===== config.mk =====
export PLATFORM = sky130hd
export DESIGN_NAME = aes_inv_round_ctrl_flat
export DESIGN_NICKNAME = d
export VERILOG_FILES = /design/src/rtl/aes_inv_round_ctrl_if.sv /design/src/rtl/aes_inv_round_ctrl.sv /design/src/flat_wrapper.sv
export SDC_FILE = /design/constraint.sdc
export NUM_CORES = 1
export LEC_CHECK = 0
export CAP_MARGIN = 40
export CORE_AREA = 2 2 306 308
export DETAILED_ROUTE_END_ITERATION = 7
export DIE_AREA = 0 0 308 310
export GPL_TIMING_DRIVEN = 0
export PLACE_DENSITY = 0.41
export RECOVER_POWER = 100
export SLEW_MARGIN = 20
export SYNTH_ARGS = -nofsm -noshare
export SYNTH_HDL_FRONTEND = slang
export SYNTH_SLANG_ARGS = --single-unit

===== constraint.sdc =====
create_clock -name clk -period 2.43 [get_ports clk]
set_input_delay 0.6075 -clock clk [delete_from_list [all_inputs] [get_ports clk]]
set_output_delay 0.6075 -clock clk [all_outputs]
set_load 0.02 [all_outputs]

===== src/rtl/aes_inv_round_ctrl_if.sv =====
// Ciphertext-in / plaintext-out valid/ready bus of the AES inverse-round sequencer.
interface aes_inv_round_ctrl_if;
  logic         in_valid;
  logic         in_ready;
  logic [127:0] in_data;
  logic         out_valid;
  logic         out_ready;
  logic [127:0] out_data;

  modport slave  (input  in_valid, in_data, out_ready,
                  output in_ready, out_valid, out_data);
  modport master (output in_valid, in_data, out_ready,
                  input  in_ready, out_valid, out_data);
endinterface


===== src/rtl/aes_inv_round_ctrl.sv =====
// AES-128 decryption sequencer around an external combinational inverse-round datapath.
// Optional macro AES_INV_ABORT_EN adds abort_i, which drops an in-flight block back to IDLE.
module aes_inv_round_ctrl #(
  parameter int NR  = 10,
  parameter int KIW = 4
) (
  input  logic                clk,
  input  logic                rst,
  aes_inv_round_ctrl_if.slave bus,
  output logic [KIW-1:0]      key_idx_o,
  input  logic [127:0]        key_data_i,
  output logic [127:0]        rnd_state_o,
  output logic [127:0]        rnd_key_o,
  output logic                rnd_last_o,
  input  logic [127:0]        rnd_result_i,
`ifdef AES_INV_ABORT_EN
  input  logic                abort_i,
`endif
  output logic                busy_o
);
  localparam logic [KIW-1:0] NR_K = KIW'(NR);

  typedef enum logic [1:0] {S_IDLE, S_INIT, S_ROUND, S_DONE} state_e;

  state_e         state_q, state_d;
  logic [127:0]   st_q, st_d;
  logic [KIW-1:0] rcnt_q, rcnt_d;
  logic           kill;

`ifdef AES_INV_ABORT_EN
  assign kill = abort_i && (state_q != S_IDLE);
`else
  assign kill = 1'b0;
`endif

  always_ff @(posedge clk) begin
    if (rst) begin
      state_q <= S_IDLE;
      st_q    <= '0;
      rcnt_q  <= '0;
    end else begin
      state_q <= state_d;
      st_q    <= st_d;
      rcnt_q  <= rcnt_d;
    end
  end

  always_comb begin
    state_d = state_q;
    st_d    = st_q;
    rcnt_d  = rcnt_q;
    case (state_q)
      S_IDLE: if (bus.in_valid) begin
        st_d    = bus.in_data;
        state_d = S_INIT;
      end
      S_INIT: begin
        st_d    = st_q ^ key_data_i;
        rcnt_d  = KIW'(1);
        state_d = S_ROUND;
      end
      S_ROUND: begin
        st_d = rnd_result_i;
        if (rcnt_q == NR_K) state_d = S_DONE;
        else                rcnt_d  = rcnt_q + 1'b1;
      end
      S_DONE: if (bus.out_ready) state_d = S_IDLE;
      default: state_d = S_IDLE;
    endcase
    // abort discards the block entirely, including the partial state
    if (kill) begin
      state_d = S_IDLE;
      st_d    = '0;
      rcnt_d  = '0;
    end
  end

  always_comb begin
    bus.in_ready  = (state_q == S_IDLE);
    bus.out_valid = (state_q == S_DONE);
    busy_o        = (state_q != S_IDLE);
    key_idx_o     = NR_K;
    rnd_last_o    = 1'b0;
    if (state_q == S_ROUND) begin
      key_idx_o  = NR_K - rcnt_q;
      rnd_last_o = (rcnt_q == NR_K);
    end
  end

  assign bus.out_data = st_q;
  assign rnd_state_o  = st_q;
  assign rnd_key_o    = key_data_i;
endmodule


===== src/flat_wrapper.sv =====
// flat-port wrapper written by rule: the top's interface ports become plain ports
module aes_inv_round_ctrl_flat 
#(
  parameter int NR  = 10,
  parameter int KIW = 4
)
  (clk, rst, key_idx_o, key_data_i, rnd_state_o, rnd_key_o, rnd_last_o, rnd_result_i, busy_o, bus_in_valid, bus_in_data, bus_out_ready, bus_in_ready, bus_out_valid, bus_out_data);
  aes_inv_round_ctrl_if bus_i ();
  input  logic clk;
  input  logic rst;
  output logic [KIW-1:0] key_idx_o;
  input  logic [127:0] key_data_i;
  output logic [127:0] rnd_state_o;
  output logic [127:0] rnd_key_o;
  output logic rnd_last_o;
  input  logic [127:0] rnd_result_i;
  output logic busy_o;
  input wire logic [$bits(bus_i.in_valid)-1:0] bus_in_valid;
  input wire logic [$bits(bus_i.in_data)-1:0] bus_in_data;
  input wire logic [$bits(bus_i.out_ready)-1:0] bus_out_ready;
  output wire logic [$bits(bus_i.in_ready)-1:0] bus_in_ready;
  output wire logic [$bits(bus_i.out_valid)-1:0] bus_out_valid;
  output wire logic [$bits(bus_i.out_data)-1:0] bus_out_data;
  assign bus_i.in_valid = bus_in_valid;
  assign bus_i.in_data = bus_in_data;
  assign bus_i.out_ready = bus_out_ready;
  assign bus_in_ready = bus_i.in_ready;
  assign bus_out_valid = bus_i.out_valid;
  assign bus_out_data = bus_i.out_data;
  aes_inv_round_ctrl #(.NR(NR), .KIW(KIW)) u_core (.clk(clk), .rst(rst), .bus(bus_i), .key_idx_o(key_idx_o), .key_data_i(key_data_i), .rnd_state_o(rnd_state_o), .rnd_key_o(rnd_key_o), .rnd_last_o(rnd_last_o), .rnd_result_i(rnd_result_i), .busy_o(busy_o));
endmodule

# Yosys cells after proc, flatten, opt, wreduce, memory -nomap -nowiden
# Index checks and enable logic that the tools add are counted.
dict set report totals {
  reg_bits 134
  latchBits 0
  ramBits 0
  romBits 0
  in_bits 388
  out_inout_bits 392
  word_cells 31
  n_memories 0
}
dict set report classes {
  n_addsub 2
  n_mul 0
  n_div 0
  magnitude_cmp 0
  n_eq_ne 8
  n_shift 0
  muxes 10
  bitwise 1
  reduce_logical 7
}
# op n
set op_table {}
lappend op_table {{128-bit case mux with 3 select lines} 1}
lappend op_table {{128-bit 2-to-1 mux} 1}
lappend op_table {{128-bit XOR} 1}
lappend op_table {{4-bit 2-to-1 mux} 2}
lappend op_table {{2-bit inequality test (second input constant)} 4}
lappend op_table {{2-bit case mux with 4 select lines} 1}
lappend op_table {{4-bit case mux with 2 select lines} 1}
lappend op_table {{2-bit 2-to-1 mux} 3}
lappend op_table {{4-bit by 1-bit adder with 4-bit output (second input constant)} 1}
lappend op_table {{2-bit == test (second input constant)} 2}
lappend op_table {{4-bit == test (second input constant)} 1}
lappend op_table {{2-bit AND reduction} 2}
lappend op_table {{2-bit nonzero test} 2}
lappend op_table {{4-bit subtractor (first input constant)} 1}
lappend op_table {{3-bit AND reduction} 1}
lappend op_table {{3-bit nonzero test} 1}
lappend op_table {{2-bit by 1-bit == test with 1-bit output (second input constant)} 1}
lappend op_table {{2-bit zero test} 1}
lappend op_table {{1-bit 2-to-1 mux} 1}

# Logic depth before layout (Yosys ltp)
# Gate-level depths: netlist (run 1).
dict set report depth {
  word_depth 3
  mapped_depth 8
  ltp_nobuf 6
}

# Least setup slack after synthesis (run 1)
# OpenSTA, ideal clock, no wires.
dict set report synth_timing {
  path_type {flip-flop to output port}
  startpoint {register u_core.state_q[0]}
  endpoint {output rnd_last_o}
  arrival_ns 1.676
  required_ns 1.822
  setup_slack_ns 0.146
  stages_incl_launch_ff 6
  path_buffers 2
  cell_sequence {dfxtp_1 > inv_1 > ha_1 > buf_2 > buf_1 > nor3b_1}
}
dict set report synth_between {
  elab_chain_cells 2
}
# item line
set synth_lines {}
lappend synth_lines {{start: declaration} aes_inv_round_ctrl.sv:25} ;# state_e state_q, state_d;
lappend synth_lines {{start signal: assignment} aes_inv_round_ctrl.sv:42} ;# state_q <= state_d;
lappend synth_lines {{2-bit == test} aes_inv_round_ctrl.sv:84} ;# if (state_q == S_ROUND) begin
lappend synth_lines {{1-bit 2-to-1 mux} aes_inv_round_ctrl.sv:84}
lappend synth_lines {{end: declaration} flat_wrapper.sv:15} ;# output logic rnd_last_o;
# Every way passes these cells.

# Final worst setup path (run 1)
dict set report layout_timing {
  startpoint {input key_data_i[118]}
  endpoint {output rnd_key_o[118]}
}
# item line
set layout_rtl {}
lappend layout_rtl {{start: declaration} flat_wrapper.sv:12} ;# input logic [127:0] key_data_i;
lappend layout_rtl {{end: declaration} flat_wrapper.sv:14} ;# output logic [127:0] rnd_key_o;
# No word-level cell between the ends.

==> results of run 1 <==
-- layer usage --
| metal | track usage | vias up |
|---|---|---|
| met1 | 0.170 | 5792 |
| li1 | - | 5676 |
| met4 | 0.0383 | 2 |
| met5 | 0 | - |
| met2 | 0.249 | 530 |
| met3 | 0.0335 | 49 |
-- worst register-to-register path: cells and delay by family (launching register included) --
kind	cells	cell delay, ns
buffers and inverters	2	0.43
AND/OR/NAND/NOR	2	0.51
flip-flops	1	0.37
AO/OA/AOI/OAI	1	0.56
adder cells (fa/ha/maj)	1	0.37
-- worst paths after layout --
path,from,to,slack [ns]
worst min register to register,u_core.state_q[0],u_core.state_q[0],0.53
worst min-delay path,u_core.state_q[0],u_core.state_q[0],0.53
worst max register to register,u_core.state_q[1],u_core.bus.out_data[127],0.06
worst max-delay path,key_data_i[118],rnd_key_o[118],0.02
-- power breakdown --
group          leakage [nW]  total [mW]  internal, mW  switching (mW)
clock                 0.313        3.10          1.85            1.25
sequential             1.12        4.49          3.12            1.38
combinational          7.24        17.9          7.81            10.1
total                  8.67        25.5          12.8            12.7
-- Yosys cell counts --
master and instances:
a21o_1 1, a21oi_1 4, a221oi_1 9, a221oi_2 120, and2_1 2, and3b_1 1
buf_1 2, buf_2 34, buf_4 260, buf_6 13, clkbuf_1 49, dfxtp_1 134
ha_1 8, inv_1 5, mux2_2 1, mux2i_1 1, nand2_1 6, nand2b_1 2
nand3_1 3, nor2_1 132, nor2b_4 1, nor3_1 128, nor3b_1 1, nor4_1 128
o21ai_1 1, or2_2 1, or3_1 1, or3b_1 1, xnor2_1 2, xor2_1 129
-- timing repair --
action	in CTS	in global routing
setup endpoints to repair	230	53
resized for setup	158	55
buffers inserted	3	0
hold endpoints to repair	0	0
-- through the flow --
| step | worst slack (ns) | setup TNS, ns |
|---|---|---|
| floorplan | 0.146 | 0 |
| global placement | -1.05 | -93.24 |
| detailed placement | -0.819 | -45.27 |
| CTS | 0.000782 | 0 |
| global route | -0.0336 | -0.0757 |
| finish | 0.0190 | 0 |
-- registers in the layout, summed over array words and instances, names as in the netlist --
name and flops:
u_core.bus.out_data 128, u_core.rcnt_q 4, u_core.state_q 2
-- layout make-up --
type	instances	area, µm²	area share
Clock buffer	19	443	0.0216
Clock inverter	13	203	0.00989
Inverter	5	18.8	0.000916
Antenna cell	11	27.5	0.00134
Sequential cell	134	2690	0.131
Multi-Input combinational cell	683	5250	0.256
Buffer	358	2530	0.124
Tap cell	1197	1500	0.0731
Timing Repair Buffer	788	7820	0.382
-- cells in the final DEF (no fill, tap or decap), drive strengths merged, types with 2 or more instances in the layout --
cell	instances
nand2b	2
buf	321
clkbuf	69
dfxtp	134
nor4	128
dlygate4sd2	109
bufinv	5
nand3	3
a221oi	129
xnor2	2
xor2	129
inv	6
clkdlybuf4s15	2
a21oi	4
clkdlybuf4s50	643
nand2	6
nor2	132
ha	8
dlymetal6s2s	21
clkinv	5
clkinvlp	2
nor3	128
diode	11
and2	2
-- logic make-up (layout without fill, tap and decap cells) --
kind of cell,Yosys count,count (layout),synth area share
DFF,134,134,0.258
AOI/OAI and AO/OA,135,135,0.184
muxes,2,2,0.00205
other,0,11,0
and+or+nand+nor,407,407,0.197
adders and majority gates,8,8,0.00963
buffers and inverters,363,1183,0.238
xor gates and xnor gates,131,131,0.110
==> flow_metrics.py, run 1 <==
metrics = {
    "run_status": {
        "status": "finished clean",
    },
    "layout": {
        "fin_cells": 3208,
        "drive_above_1_share": 0.256,
        "fin_nets": 2383,
        "final_core_util": 0.222,
        "stdcell_area_um2": 20500,
        "synthToLayoutAreaGrowth_pct": 97.1,
        "fillers": 10200,
    },
    "floorplan": {
        "io_pins": 780,
        "die_h_um": 310,
        "initial_utilization": 0.112,
        "coreArea_um2": 92500,
        "rows": 112,
        "fp.dieW_um": 308,
        "die-area_um2": 95500,
    },
    "setup_path": {
        "crit_type": "in -> out",
        "end_kind": "output pin",
        "crit_chain": "clkdlybuf4s50_1 > buf_4 > clkdlybuf4s50_1",
        "crit_family": "buffers and inverters",
        "cp_max_fo": 2,
        "path_depth": 3,
        "crit_top_cell": "clkdlybuf4s50_1",
        "max_stage_delay_ns": 0.60,
        "start_kind": "primary input",
        "worstPathRequired_ns": 1.82,
        "cp_num_buf_inv": 3,
        "cp.arrival_ns": 1.80,
        "crit_slowest_cell": "clkdlybuf4s50_1",
        "reg2regPathDepth": 6,
    },
    "placed_design": {
        "placed_area_um2": 19800,
        "dp_hpwl_um": 57500,
        "dp_cells": 3162,
        "io_buffers": 778,
        "gp_congestion": 0.827,
    },
    "cts": {
        "postCtsHoldBufs": 0,
        "cts_root_buffer": "clkbuf_16",
        "cts_buffers": 17,
        "cts_tree": "yes",
        "cts.sinks": 134,
        "cts_buffer_depth": 2,
        "h-tree-depth": 4,
        "clkLatencyLatePin_ns": 0.48,
        "path_clk_slew_ns": 0.07,
    },
    "grt": {
        "grt_usage": 0.141,
        "grt_pass1_vias": 12600,
        "grt_pass1_wl_um": 94700,
        "grt_overflow_total": 0,
        "antenna_found_initial": 8,
        "grt_max_degree": 17,
    },
    "detailed_routing": {
        "top_layer_used": "met5",
        "wl_met1_um": 29400,
        "firstDrtPassIters": 5,
        "num_vias": 12000,
        "avgRoutedWirePerCell_um": 22.0,
        "routed_wl_um": 70500,
        "drc": 0,
        "wl_met2_um": 35600,
        "drtIter0Drc": 535,
        "antenna_left": 0,
        "viasPerCell": 3.76,
        "wl_met3_um": 4390,
    },
    "power": {
        "vdd_ir_drop_max_mv": 0.601,
        "powerDensity_nw_per_um2": 1240,
        "finalPower_mw": 25.5,
        "p_leak_nw": 8.67,
    },
    "sta": {
        "finalSetupViolations": 0,
        "tightestPinTransition_ns": 0.894,
        "rsz0062_at_grt": "yes",
        "hold_violations": 0,
        "fmax_mhz": 415,
        "drv_slew": 0,
        "worst_hold_slack_ns": 0.528,
        "layout_worst_path_cycle_share": 0.992,
        "slew_headroom": 0.400,
        "fin_worst_skew_ns": 0.00954,
        "post-route-min-period_ns": 2.41,
    },
    "logic_synthesis": {
        "synth-seq-cells": 134,
        "synthCells": 1180,
        "syn-cell-area_um2": 10400,
        "synth_top_cell_area_share": 0.258,
        "ys_seq_area_frac": 0.258,
        "synth_area_leaders": "dfxtp_1, buf_4, a221oi_2",
        "ys_warn_count": 0,
        "synth_area_per_cell_um2": 8.81,
        "synth.distinct_cells": 30,
        "syn-num-nets": 1576,
        "yosys.area.top_type": "dfxtp_1",
    },
    "job": {
        "maxCapViolations": 0,
    },
    "hold_path": {
        "hold_path_depth": 2,
        "hold_class": "reg -> reg",
    },
}
Power figures use the tool's default switching activity.
==> run 2: changes to the inputs <==
CAP_MARGIN = 30   (was 40)
==> run 2 against run 1 <==
Worst hold slack improved by 0.022 ns. Non-clock buffer count decreased by 3. Clock power decreased by 13%. Die area unchanged. Global-route usage is 0.066 points higher. Sequential power is essentially flat. Final area down 0.40%. Routed wire length hardly changed. Count of clock-buffer cells in the layout increased by 4. Highest routed layer unchanged.
==> flow_metrics.py, run 2 (synthesis gave the netlist of run 1 again) <==
metrics = {
    "grt": {
        "busiest_layer": "met2",
        "grt_overflow_total": 0,
        "grt_pass1_wl_um": 95300,
        "antenna_found_initial": 11,
        "grt_usage": 0.142,
        "use_met2": 0.247,
        "use_met1": 0.172,
        "use_met3": 0.0340,
        "grt_max_degree": 17,
        "grt_pass1_vias": 12600,
    },
    "detailed_routing": {
        "viasPerCell": 3.77,
        "antenna_left": 0,
        "routed_wl_um": 70500,
        "num_vias": 12100,
        "drc": 0,
        "firstDrtPassIters": 5,
        "drtIter0Drc": 504,
        "avgRoutedWirePerCell_um": 22.0,
    },
    "power": {
        "comb_power_share": 0.712,
        "clkPwrFrac": 0.107,
        "pwr-share-seq": 0.180,
        "p_switching_mw": 12.7,
        "p_int_mw": 12.4,
        "vdd_ir_drop_max_mv": 0.475,
        "powerDensity_nw_per_um2": 1230,
        "swShare": 0.505,
        "p_leak_nw": 8.68,
    },
    "floorplan": {
        "rows": 112,
        "fp.dieW_um": 308,
        "io_pins": 780,
        "coreArea_um2": 92500,
        "initial_utilization": 0.112,
        "die_h_um": 310,
        "die-area_um2": 95500,
    },
    "sta": {
        "hold_violations": 0,
        "slew_headroom": 0.398,
        "worst_slack_ns": 0.0194,
        "layout_worst_path_cycle_share": 0.992,
        "finalSetupViolations": 0,
        "post-route-min-period_ns": 2.41,
        "fin_worst_skew_ns": 0.00989,
        "tightestPinTransition_ns": 0.903,
        "fmax_mhz": 415,
        "drv_slew": 0,
        "rsz0062_at_grt": "yes",
    },
    "layout": {
        "largest_register_ffs": 128,
        "fin_nets": 2380,
        "final_core_util": 0.221,
        "mostFrequentLayoutCell": "clkdlybuf4s50_1",
        "drive_above_1_share": 0.256,
        "final_cell_mix": "clkdlybuf4s50_1, buf_4, nor2_1",
        "stdcell_area_um2": 20400,
        "synthToLayoutAreaGrowth_pct": 96.3,
    },
    "cts": {
        "cts_buffer_depth": 2,
        "cts_root_buffer": "clkbuf_16",
        "path_clk_slew_ns": 0.05,
        "cts.sinks": 134,
        "h-tree-depth": 4,
        "cts_tree": "yes",
        "cts_buffers": 17,
        "postCtsHoldBufs": 0,
        "clkLatencyLatePin_ns": 0.47,
    },
    "hold_path": {
        "hold_path_depth": 2,
        "min_to": "u_core.bus.out_data[52]",
        "hold_path.startpoint": "u_core.bus.out_data[52]",
        "hold_class": "reg -> reg",
    },
    "placed_design": {
        "dp_hpwl_um": 57200,
        "gp_congestion": 0.827,
        "io_buffers": 778,
        "placed_area_um2": 19700,
        "dp_slack_ns": -0.778,
    },
    "setup_path": {
        "critPathLaunch": "key_data_i[118]",
        "worstPathRequired_ns": 1.82,
        "end_kind": "output pin",
        "start_kind": "primary input",
        "crit_type": "in -> out",
        "r2r_start": "u_core.state_q[1]",
        "worstReg2RegEnd": "u_core.bus.out_data[47]",
        "r2r_slack_ns": 0.14,
        "cp.arrival_ns": 1.80,
        "cp_max_fo": 2,
        "reg2regPathDepth": 8,
    },
    "job": {
        "maxCapViolations": 0,
    },
    "run_status": {
        "status": "finished clean",
    },
}
## run 2: cell count changes in the layout (fill, tap and decap cells not counted), sizes merged
cell	before	now
buf	321	318
bufinv	5	1
clkbuf	69	72
clkdlybuf4s15	2	3
diode	11	4
dlygate4sd2	109	102
dlymetal6s2s	21	28
inv	6	5
## run 2: cell type report
cell class	count	area, µm²
sequential	134	2690
clock inverter	8	73.8
clock buffer	23	488
buffer	358	2550
inverter	5	18.8
tap	1197	1500
timing repair buffer	785	7810
fill	10200	72100
multi-input combinational	683	5260
antenna	4	10.0
## run 2: power by group through the flow
| stage | Combinational, mW | Clock [mW] | Sequential, mW |
|---|---|---|---|
| after floorplan | 9.37 | 0 | 4.99 |
| after global placement | 17.8 | 0 | 4.53 |
| after detailed placement | 18.0 | 0 | 4.57 |
| after CTS | 18.1 | 2.84 | 4.53 |
| after global routing | 19.2 | 2.88 | 4.64 |
| final | 17.9 | 2.69 | 4.52 |
## run 2: through the flow
stage          instances  hold WS [ns]  total power [mW]   TNS, ns
4_1_cts             3193         0.531              25.5   -0.0131
3_3_place_gp        3155         0.527              22.4    -93.24
3_5_place_dp        3159         0.544              22.6    -55.13
6_report            3197         0.551              25.1         0
5_1_grt             3195         0.573              26.7  -0.00984
2_1_floorplan       1180         0.550              14.4         0
## run 2: what timing repair did
item                                    in CTS  in global routing
endpoints found under the setup margin     229                 97
pin swaps                                    0                  0
gates resized for setup                    150                 65
setup buffers                                3                  0
endpoints found under the hold margin        0                  0
## run 2: per-layer routing
layer  routed length (µm)  share of wire  vias up
met4                 1260          0.018        6
li1                     -              -     5670
met1                29400           0.42     5850
met2                35500           0.50      483
met3                 4290          0.061       59
met5                   38        0.00054        -
## run 2: worst max-delay path by stage
stage / endpoint / slack [ns] / cells past startpoint
after global routing: u_core.bus.out_data[39] / -0.01 / 8
after floorplan: rnd_last_o / 0.15 / 5
after global placement: u_core.bus.out_data[31] / -1.05 / 4
after detailed placement: rnd_last_o / -0.78 / 6
final: rnd_key_o[118] / 0.02 / 3
after CTS: key_idx_o[0] / -0.007 / 4
## run 2: critical path, stage by stage
cell,delay (ns)
clkdlybuf4s50_1,0.49
buf_4,0.11
clkdlybuf4s50_1,0.60
==> run 3: changes to the inputs <==
CORE_AREA = 2 2 302 304   (was 2 2 306 308)
DIE_AREA = 0 0 304 306   (was 0 0 308 310)
PLACE_DENSITY = 0.42   (was 0.41)
clock period = 2.9 ns   (was 2.43 ns; I/O delays follow)
==> run 3 against run 2 <==
Routed wire length is 3.0% lower. Critical endpoint is now rnd_key_o[72]. First-iteration DRC count is 12% lower. Combinational power is 21% lower. Die area is 2.6% lower. Sequential power is 18% lower. Non-clock buffer count is 4 lower. Power is 19% lower.
==> flow_metrics.py, run 3 (synthesis gave the netlist of run 1 again) <==
metrics = {
    "run_status": {
        "status": "finished clean",
    },
    "floorplan": {
        "die_h_um": 306,
        "fp.dieW_um": 304,
        "rows": 110,
        "die-area_um2": 93000,
        "io_pins": 780,
        "coreArea_um2": 89600,
        "initial_utilization": 0.116,
    },
    "sta": {
        "fin_worst_skew_ns": 0.0124,
        "fmax_mhz": 349,
        "tightestPinTransition_ns": 0.848,
        "rsz0062_at_grt": "no",
        "post-route-min-period_ns": 2.87,
        "layout_worst_path_cycle_share": 0.989,
        "drv_slew": 0,
        "fin_setup_tns_ns": 0,
        "finalSetupViolations": 0,
        "slew_headroom": 0.435,
        "hold_violations": 0,
    },
    "layout": {
        "final_core_util": 0.226,
        "largest_register_ffs": 128,
        "mostFrequentLayoutCell": "clkdlybuf4s50_1",
        "stdcell_area_um2": 20300,
        "final_cell_mix": "clkdlybuf4s50_1, dlygate4sd3_1, buf_4",
        "synthToLayoutAreaGrowth_pct": 95.2,
        "drive_above_1_share": 0.237,
        "fin_nets": 2376,
        "fin_cells": 3174,
    },
    "grt": {
        "grt_pass1_vias": 12700,
        "antenna_found_initial": 5,
        "grt_pass1_wl_um": 95700,
        "grt_usage": 0.143,
        "grt_max_degree": 20,
        "grt_overflow_total": 0,
    },
    "setup_path": {
        "r2r_slack_ns": 0.30,
        "crit_type": "in -> out",
        "end_kind": "output pin",
        "cp_max_fo": 2,
        "cp.arrival_ns": 2.14,
        "start_kind": "primary input",
        "worstPathRequired_ns": 2.17,
    },
    "detailed_routing": {
        "num_vias": 12000,
        "avgRoutedWirePerCell_um": 21.5,
        "drtIter0Drc": 445,
        "viasPerCell": 3.78,
        "routed_wl_um": 68400,
        "antenna_left": 0,
        "firstDrtPassIters": 5,
        "drc": 0,
    },
    "placed_design": {
        "placed_area_um2": 19700,
        "io_buffers": 778,
        "dp_hpwl_um": 56000,
        "dp_cells": 3137,
        "gp_congestion": 0.839,
    },
    "power": {
        "powerDensity_nw_per_um2": 997,
        "vdd_ir_drop_max_mv": 0.408,
        "finalPower_mw": 20.2,
        "p_leak_nw": 8.72,
    },
    "cts": {
        "h-tree-depth": 4,
        "cts_buffer_depth": 2,
        "path_clk_slew_ns": 0.07,
        "clkLatencyLatePin_ns": 0.47,
        "cts_tree": "yes",
        "cts_buffers": 17,
        "cts_root_buffer": "clkbuf_16",
        "cts.sinks": 134,
    },
    "hold_path": {
        "hold_class": "reg -> reg",
    },
    "job": {
        "maxCapViolations": 0,
    },
}
## run 3: cell count changes in the layout (fill, tap and decap cells not counted), sizes merged, moves of 3 or more
cell	previous run	this run
dlygate4sd3	0	377
clkdlybuf4s50	643	396
dlygate4sd2	102	2
dlymetal6s2s	28	0
buf	318	302
clkbuf	72	82
clkdlybuf4s15	3	0
clkinvlp	2	5
## run 3: power by group
group	total, mW	internal (mW)	leakage (nW)	switching, mW
Clock	2.30	1.27	0.260	1.03
Combinational	14.2	5.92	7.34	8.30
Sequential	3.71	2.60	1.11	1.11
## run 3: worst max-delay path, cell delays in order
cell and delay (ns):
clkdlybuf4s50_1 0.62, clkbuf_4 0.19, clkdlybuf4s50_1 0.60
## run 3: per-stage QoR
step | worst slack (ns) | hold slack, ns
after CTS | 0.0317 | 0.555
after detailed placement | -0.336 | 0.545
after global placement | -0.582 | 0.533
after global routing | 0.00579 | 0.576
after floorplan | 0.499 | 0.550
final | 0.0315 | 0.548
## run 3: path summary, 6_finish.rpt
path | cells after the start | to | from
max | 3 | rnd_key_o[72] | key_data_i[72]
min | 2 | u_core.bus.out_data[103] | u_core.bus.out_data[103]
max reg2reg | 8 | u_core.bus.out_data[98] | u_core.state_q[0]
min reg2reg | 2 | u_core.bus.out_data[103] | u_core.bus.out_data[103]
## run 3: layout make-up
cell class                 instances  area (µm²)
fill                            9762       69300
timing repair buffer             782        7830
multi-input combinational        683        5230
sequential                       134        2680
buffer                           357        2470
tap                             1176        1470
clock buffer                      21         440
clock inverter                    11         129
inverter                           5        18.8
antenna                            5        12.5
## run 3: timing repair
action                     in CTS  in global routing
hold buffers                    0                  0
setup endpoints to repair       8                  4
pin swaps                       0                  0
resized for setup              10                  8
setup buffers                   0                  0
## run 3: per-layer routing
layer,vias up,wire [µm],part of all wire,global-route usage
li1,5669,-,-,-
met1,5797,28800,0.42,0.171
met2,508,35100,0.51,0.259
met3,36,3550,0.052,0.0327
met4,0,923,0.013,0.0345
met5,-,0,0,0
